**config.mk**
```make
export PLATFORM = sky130hd
export DESIGN_NAME = aes_io_ctrl
export DESIGN_NICKNAME = d
export VERILOG_FILES = /design/src/rtl/aes_io_ctrl.sv
export SDC_FILE = /design/constraint.sdc
export NUM_CORES = 1
export LEC_CHECK = 0
export ABC_AREA = 0
export BUFFER_PORTS_ARGS = -buffer_cell sky130_fd_sc_hd__buf_2
export CORE_MARGIN = 2
export CORE_UTILIZATION = 40
export DETAILED_ROUTE_END_ITERATION = 10
export HOLD_SLACK_MARGIN = 0.08
export SLEW_MARGIN = 20
export SYNTH_ARGS = -nofsm -noshare
export SYNTH_HDL_FRONTEND = slang
export SYNTH_SLANG_ARGS = --single-unit
```
**constraint.sdc**
```tcl
create_clock -name clk -period 1.9 [get_ports clk]
set_input_delay 0.57 -clock clk [delete_from_list [all_inputs] [get_ports clk]]
set_output_delay 0.57 -clock clk [all_outputs]
set_load 0.02 [all_outputs]
```
**src/rtl/aes_io_ctrl.sv**
```systemverilog
// aes_io_ctrl: pin-side sequencer for the 128-bit AES core.
// Loads plaintext/key nibble-serially (or a built-in known-answer vector in
// test mode), strobes the core, waits for completion, then streams the
// ciphertext out one byte per cycle, MSB byte first.
// Optional build macro: AES_IO_CTRL_TIMEOUT_EN adds a WAIT watchdog with err pulse.
//
// state   | meaning
// IDLE    | waiting for en; test selects nibble load or built-in vector
// LOAD    | shifting the remaining plaintext/key nibbles
// START   | one-cycle core_ld strobe
// WAIT    | waiting for core_done (optionally bounded by the watchdog)
// DRAIN   | one ciphertext byte per cycle on result
// DONE    | one-cycle done pulse, back to IDLE
module aes_io_ctrl #(
  parameter int DATA_W  = 128,
  parameter int IN_W    = 4,
  parameter int OUT_W   = 8,
  parameter int TIMEOUT = 64
) (
  input  logic              clk,
  input  logic              rst_n,
  input  logic              en,
  input  logic              test,
  input  logic [IN_W-1:0]   block,
  input  logic [IN_W-1:0]   key,
  output logic [OUT_W-1:0]  result,
  output logic              result_vld,
  output logic              done,
  output logic              busy,
  output logic              err,
  output logic [DATA_W-1:0] core_text_in,
  output logic [DATA_W-1:0] core_key_in,
  output logic              core_ld,
  input  logic [DATA_W-1:0] core_text_out,
  input  logic              core_done
);

  localparam int NIB   = DATA_W / IN_W;
  localparam int NBYTE = DATA_W / OUT_W;
  localparam int CNT_W = $clog2((NIB > NBYTE) ? NIB : NBYTE) + 1;

  localparam logic [127:0] KAT_TEXT = 128'h00112233445566778899aabbccddeeff;
  localparam logic [127:0] KAT_KEY  = 128'h000102030405060708090a0b0c0d0e0f;

  if ((DATA_W % IN_W) != 0 || (DATA_W % OUT_W) != 0 || TIMEOUT < 1) begin : g_param_err
    $error("aes_io_ctrl: DATA_W must be a multiple of IN_W and OUT_W, TIMEOUT >= 1");
  end

  typedef enum logic [2:0] {
    S_IDLE, S_LOAD, S_START, S_WAIT, S_DRAIN, S_DONE
  } state_t;

  state_t            state, state_nxt;
  logic [CNT_W-1:0]  cnt;
  logic [DATA_W-1:0] out_sr;

`ifdef AES_IO_CTRL_TIMEOUT_EN
  localparam int WD_W = $clog2(TIMEOUT) + 1;
  logic [WD_W-1:0] wd_cnt;
  logic            wd_expired;
  assign wd_expired = (wd_cnt == WD_W'(TIMEOUT - 1));
`endif

  // State register
  always_ff @(posedge clk or negedge rst_n) begin
    if (!rst_n) state <= S_IDLE;
    else        state <= state_nxt;
  end

  // Next-state decode
  always_comb begin
    state_nxt = state;
    case (state)
      S_IDLE:  if (en) state_nxt = test ? S_START : S_LOAD;
      S_LOAD:  if (cnt == CNT_W'(NIB - 2)) state_nxt = S_START;
      S_START: state_nxt = S_WAIT;
      S_WAIT: begin
        if (core_done) state_nxt = S_DRAIN;
`ifdef AES_IO_CTRL_TIMEOUT_EN
        else if (wd_expired) state_nxt = S_IDLE;
`endif
      end
      S_DRAIN: if (cnt == CNT_W'(NBYTE - 1)) state_nxt = S_DONE;
      S_DONE:  state_nxt = S_IDLE;
      default: state_nxt = S_IDLE;
    endcase
  end

  // Registered Moore outputs, shift registers and the shared LOAD/DRAIN counter
  always_ff @(posedge clk or negedge rst_n) begin
    if (!rst_n) begin
      busy         <= 1'b0;
      core_ld      <= 1'b0;
      result_vld   <= 1'b0;
      done         <= 1'b0;
      cnt          <= '0;
      core_text_in <= '0;
      core_key_in  <= '0;
      out_sr       <= '0;
    end else begin
      busy       <= (state_nxt != S_IDLE);
      core_ld    <= (state_nxt == S_START);
      result_vld <= (state_nxt == S_DRAIN);
      done       <= (state_nxt == S_DONE);

      if (state_nxt != state)
        cnt <= '0;
      else if (state == S_LOAD || state == S_DRAIN)
        cnt <= cnt + CNT_W'(1);

      if (state == S_IDLE && en && test) begin
        core_text_in <= DATA_W'(KAT_TEXT);
        core_key_in  <= DATA_W'(KAT_KEY);
      end else if ((state == S_IDLE && en) || state == S_LOAD) begin
        core_text_in <= {core_text_in[DATA_W-IN_W-1:0], block};
        core_key_in  <= {core_key_in[DATA_W-IN_W-1:0], key};
      end

      if (state == S_WAIT && core_done)
        out_sr <= core_text_out;
      else if (state == S_DRAIN)
        out_sr <= {out_sr[DATA_W-OUT_W-1:0], {OUT_W{1'b0}}};
    end
  end

  // Top byte is only exposed while valid, so result idles at zero
  assign result = result_vld ? out_sr[DATA_W-1 -: OUT_W] : '0;

`ifdef AES_IO_CTRL_TIMEOUT_EN
  // Watchdog: counts WAIT cycles, clears outside WAIT, pulses err on expiry
  always_ff @(posedge clk or negedge rst_n) begin
    if (!rst_n) begin
      wd_cnt <= '0;
      err    <= 1'b0;
    end else begin
      err    <= (state == S_WAIT) && !core_done && wd_expired;
      wd_cnt <= (state == S_WAIT) ? wd_cnt + WD_W'(1) : '0;
    end
  end
`else
  assign err = 1'b0;
`endif

endmodule

```
# Word-level counts from Yosys, hierarchy flattened
# Cells that the tools add are included.
[classes] addsub=1 eq_ne=10 mux=15 reduce_logical=10
[ops] operator="$mux 128" count=6
[ops] operator="$pmux 3 s5" count=1
[ops] operator="$mux 3" count=4
[ops] operator="$mux 6" count=2
[ops] operator="$eq 3x2->1 const B" count=3
[ops] operator="$eq 3x3->1 const B" count=3
[ops] operator="$mux 8" count=1
[ops] operator="$add 6x1->6 const B" count=1
[ops] operator="$eq 6x4->1 const B" count=1
[ops] operator="$eq 6x5->1 const B" count=1
[ops] operator="$reduce_bool 2->1" count=3
[ops] operator="$eq 3x1->1 const B" count=1
[ops] operator="$logic_and 1x1->1" count=3
[ops] operator="$logic_not 3->1" count=1
[ops] operator="$ne 3x3->1" count=1
[ops] operator="$reduce_bool 3->1" count=1
[ops] operator="$logic_or 1x1->1" count=2
[ops] operator="$mux 2" count=1
[word_totals] regBits=397 inputBits=141

# Depth between registers and ports, before layout
[depth] ltp_word=5 mapped_depth=8 mapped_depth_nobuf=6

# Least setup slack after synthesis
# OpenSTA, ideal clock, no wires.
[synth_path] kind="input port to flip-flop" start="input port test" end="register core_key_in[100]" t_arrival_ns=1.544 path_slack_ns=0.235 path_stages=6 cell_sequence="and2b_1 o21a_1 buf_2 buf_2 buf_2 a22o_1"
[synth_via] elab_chain_len=2
[synth_rtl] element="from (decl)" line="23" rtl="input logic test,"
[synth_rtl] element="$logic_and 1x1->1 (*)" line="111" rtl="if (state == S_IDLE && en && test) begin"
[synth_rtl] element="$mux 128 or $reduce_bool 2->1 (tied branches)"
[synth_rtl] element="to (signal assigned)" line="113" rtl="core_key_in <= DATA_W'(KAT_KEY);"
[synth_rtl] element="to (signal assigned)" line="116" rtl="core_key_in <= {core_key_in[DATA_W-IN_W-1:0], key};"
[synth_rtl] element="to (decl)" line="32" rtl="output logic [DATA_W-1:0] core_key_in,"
# Every way passes the cells marked *; elsewhere a longest branch is shown, timed or not.
# A chain may end at the register's enable or synchronous reset.

# Worst setup path after layout
[layout_path] start="register result_vld" end="output port result[0]"
[layout_via] elab_chain_len=1
[layout_rtl] element="from (decl)" line="27" rtl="output logic result_vld,"
[layout_rtl] element="from (signal assigned)" line="103" rtl="result_vld <= (state_nxt == S_DRAIN);"
[layout_rtl] element="$mux 8" line="127" rtl="assign result = result_vld ? out_sr[DATA_W-1 -: OUT_W] : '0;"
[layout_rtl] element="to (decl)" line="26" rtl="output logic [OUT_W-1:0] result,"
# No other way between the ends.

==> results.ini <==
[pwr]
p_leak_nw = 9.59
cellPowerDensity_nw_per_um2 = 2050
ir_worst_vdd_mv = 1.17
design_power_total_w = 0.0404

[clock_tree]
cts_tree = done
clkSinkCount = 397
clock_path_buffers = 3
worst_skew_pair_later_pin_latency_ns = 0.57
cts_root_buffer = sky130_fd_sc_hd__clkbuf_16
tritoncts.num_buffers = 44
cts-htree-levels = 2
cts.reportedPaths.clkPinSlew_ns = 0.06

[sta]
timing.fmax_mhz = 526
setup_ws_ns = -0.00227
worst_hold_slack_ns = 0.207
final-hold-violation-count = 0
worst-slew-pin-transition_ns = 0.529
post-route-period-util = 1.00
rsz0062_at_grt = true
final-setup-viol-count = 1
slew_violations = 0
fin_worst_skew_ns = 0.0167
max_slew_margin = 0.647
minimum_clock_period_ns = 1.90

[route]
wirelength_mm = 44.0
drc_violations_left = 0
ant_nets = 0
drt_iter0_drc = 668
routed_via_density = 5.30
routed_wire_length_per_instance_um = 19.4
detailed_routing_iteration_count_for_the_pre_antenna_repair_pass = 5
vias = 12000

[cells_and_area]
num_antenna_cells = 0
num-fill-cells = 3464
multi_input_logic_area_um2 = 4960
seq_area_um2 = 9940
drive_above_1_share = 0.303
design.final.nets = 1870
mostFrequentLayoutCells = sky130_fd_sc_hd__buf_2, sky130_fd_sc_hd__dfrtp_1, sky130_fd_sc_hd__nand2_1
final_common_cell = sky130_fd_sc_hd__buf_2
area_growth_pct = 27.7

[critical_path]
worst_ep_arrival_time_ns = 1.33
cp.required_ns = 1.33
critPathMaxStageDelay_ns = 0.45
crit-reg2reg-capture = cnt[1]
cp-end-kind = output port
timing.setup.critical_path_class = reg -> out
crit_chain = and2_1 -> buf_2
crit_slowest_cell = sky130_fd_sc_hd__dfrtp_2
timing.rr.start = cnt[0]
worst_path_buffer_plus_inverter_count = 1
cp_top_family = flip-flops
maximum_fanout_along_the_worst_path = 9
worst-path-stages = 2
regToRegSetupSlack_ns = 0.18
setup.worst_path.start_class = register
worst-r2r-cell-count = 7

[die]
core_um2 = 37800
start_util = 0.408
area_of_the_die_um2 = 40200
die_width_um = 200
rows = 71
io_pins = 410
die_height_um = 200

[grt]
grt_start_max_net_pins = 97
first_global_vias = 12100
grt_use_met1 = 0.284
overflow = 0
use_met2 = 0.344
antenna_found_initial = 2
groute.layer.met3.usage = 0.0644
grt_first_pass_wirelength_mm = 69.3
grtUsageTotal = 0.215
grt.busiest_layer = met2

[yosys]
syn_inst = 1345
average_cell_area_after_synthesis_um2 = 11.5
synth.yosys.seq_area_share = 0.643
edff_count_synth = 0
synth.area.top_cells = sky130_fd_sc_hd__dfrtp_1, sky130_fd_sc_hd__a22o_1, sky130_fd_sc_hd__nand2_1
synth_top_cell_by_area = sky130_fd_sc_hd__dfrtp_1
synth.net_count = 1488
post_synth_num_cell_types = 43
asyncSetResetFlopFracSynth = 1.00
synth-warning-count = 0
synthDominantCellAreaShare = 0.643
mappedNetlistArea_um2 = 15400
synth-seq-cells = 397
primary_ff_master_synth = sky130_fd_sc_hd__dfrtp_1

[outcome]
result_of_the_run = complete, but fails checks
failing_checks = setup timing

[min_path]
min_path_type = in -> reg
worst_hold_startpoint = block[2]
timing.hold.worst_path_depth = 2
min_delay_worst_endpoint = core_text_in[2]

[placement]
detailed_place_hpwl_mm = 29.7
gp_congestion = 0.831
io_buffers = 408

[run]
drv.max_cap_violation_count = 0

## kinds of logic (layout without fill, tap and decap cells)
kind of cell             count (synthesis)  after routing  share of synthesized area
AO/OA/AOI/OAI                          393            393                      0.202
other                                    1              1                   0.000243
XOR/XNOR                                 6              6                    0.00340
adder cells (fa/ha/maj)                  2              2                    0.00162
AND/OR/NAND/NOR                        426            426                      0.111
flip-flops                             397            397                      0.643
buffers and inverters                  120            534                     0.0387
## synth_stat cells (2+ instances only)
| master | count |
|---|---|
| sky130_fd_sc_hd__a21oi_1 | 2 |
| sky130_fd_sc_hd__a22o_1 | 160 |
| sky130_fd_sc_hd__a31oi_1 | 120 |
| sky130_fd_sc_hd__and2_1 | 9 |
| sky130_fd_sc_hd__buf_1 | 5 |
| sky130_fd_sc_hd__buf_2 | 52 |
| sky130_fd_sc_hd__buf_4 | 4 |
| sky130_fd_sc_hd__buf_6 | 9 |
| sky130_fd_sc_hd__clkbuf_1 | 48 |
| sky130_fd_sc_hd__dfrtp_1 | 397 |
| sky130_fd_sc_hd__ha_1 | 2 |
| sky130_fd_sc_hd__nand2_1 | 262 |
| sky130_fd_sc_hd__nand3_1 | 11 |
| sky130_fd_sc_hd__nand3b_1 | 2 |
| sky130_fd_sc_hd__nor2_1 | 124 |
| sky130_fd_sc_hd__nor3_1 | 2 |
| sky130_fd_sc_hd__nor3b_1 | 6 |
| sky130_fd_sc_hd__o21a_1 | 3 |
| sky130_fd_sc_hd__o21ai_0 | 2 |
| sky130_fd_sc_hd__o21ai_2 | 2 |
| sky130_fd_sc_hd__o22a_1 | 96 |
| sky130_fd_sc_hd__xnor2_1 | 6 |
## stage by stage
step / instance area, um^2 / setup TNS [ns] / setup slack (ns) / std cells / utilization
after CTS: 19700 / -0.267 / -0.0438 / 2270 / 0.521
final: 19700 / -0.00227 / -0.00227 / 2270 / 0.521
after detailed placement: 18300 / 0 / 0.00443 / 2191 / 0.482
after global placement: 18300 / 0 / 0.0182 / 2191 / 0.482
after global routing: 19700 / -0.334 / -0.0518 / 2270 / 0.521
after floorplan: 15400 / 0 / 0.235 / 1345 / -
## worst max-delay path by stage
stage	from	end	slack, ns
6_report	result_vld	result[0]	-0.002
5_1_grt	result_vld	result[0]	-0.05
4_1_cts	result_vld	result[0]	-0.04
3_5_place_dp	test	core_key_in[75]	0.004
3_3_place_gp	test	core_key_in[83]	0.02
2_1_floorplan	test	core_key_in[100]	0.24
## state kept, by name (all words and copies together) (netlist names)
signal,flops
cnt,6
state,3
core_key_in,128
core_ld,1
core_text_in,128
busy,1
result_vld,1
out_sr,128
done,1
## report_power, final
part	total [W]	internal (W)	switching (W)
registers	0.0154	0.0124	0.00299
logic	0.0165	0.00669	0.00981
clock network	0.00848	0.00504	0.00345
total	0.0404	0.0241	0.0163
## cell type report
class	instances	share of cell area
clock buffer	62	0.0638
clock inverter	16	0.00971
inverter	2	0.000381
multi-input combinational	828	0.252
sequential	397	0.504
tap	511	0.0324
timing repair buffer	454	0.138
## worst register-to-register path, delay by kind of cell, from the launching register on
kind	cells	cell delay (ns)
compound gates	2	0.30
simple gates	2	0.50
fa+ha+maj	1	0.18
buf+inv	2	0.23
flops	1	0.40
## routing by layer
layer | wire (um) | vias up
li1 | - | 5582
met1 | 18700 | 6008
met2 | 20800 | 381
met3 | 3460 | 67
met4 | 1010 | 4
met5 | 25 | -
## what timing repair did
action	CTS	global route
endpoints found under the setup margin	8	9
hold endpoints to repair	31	0
resized for setup	1	1
pin swaps	0	0
hold buffers	1	0
setup buffers	0	0
Power figures use the tool's default switching activity.
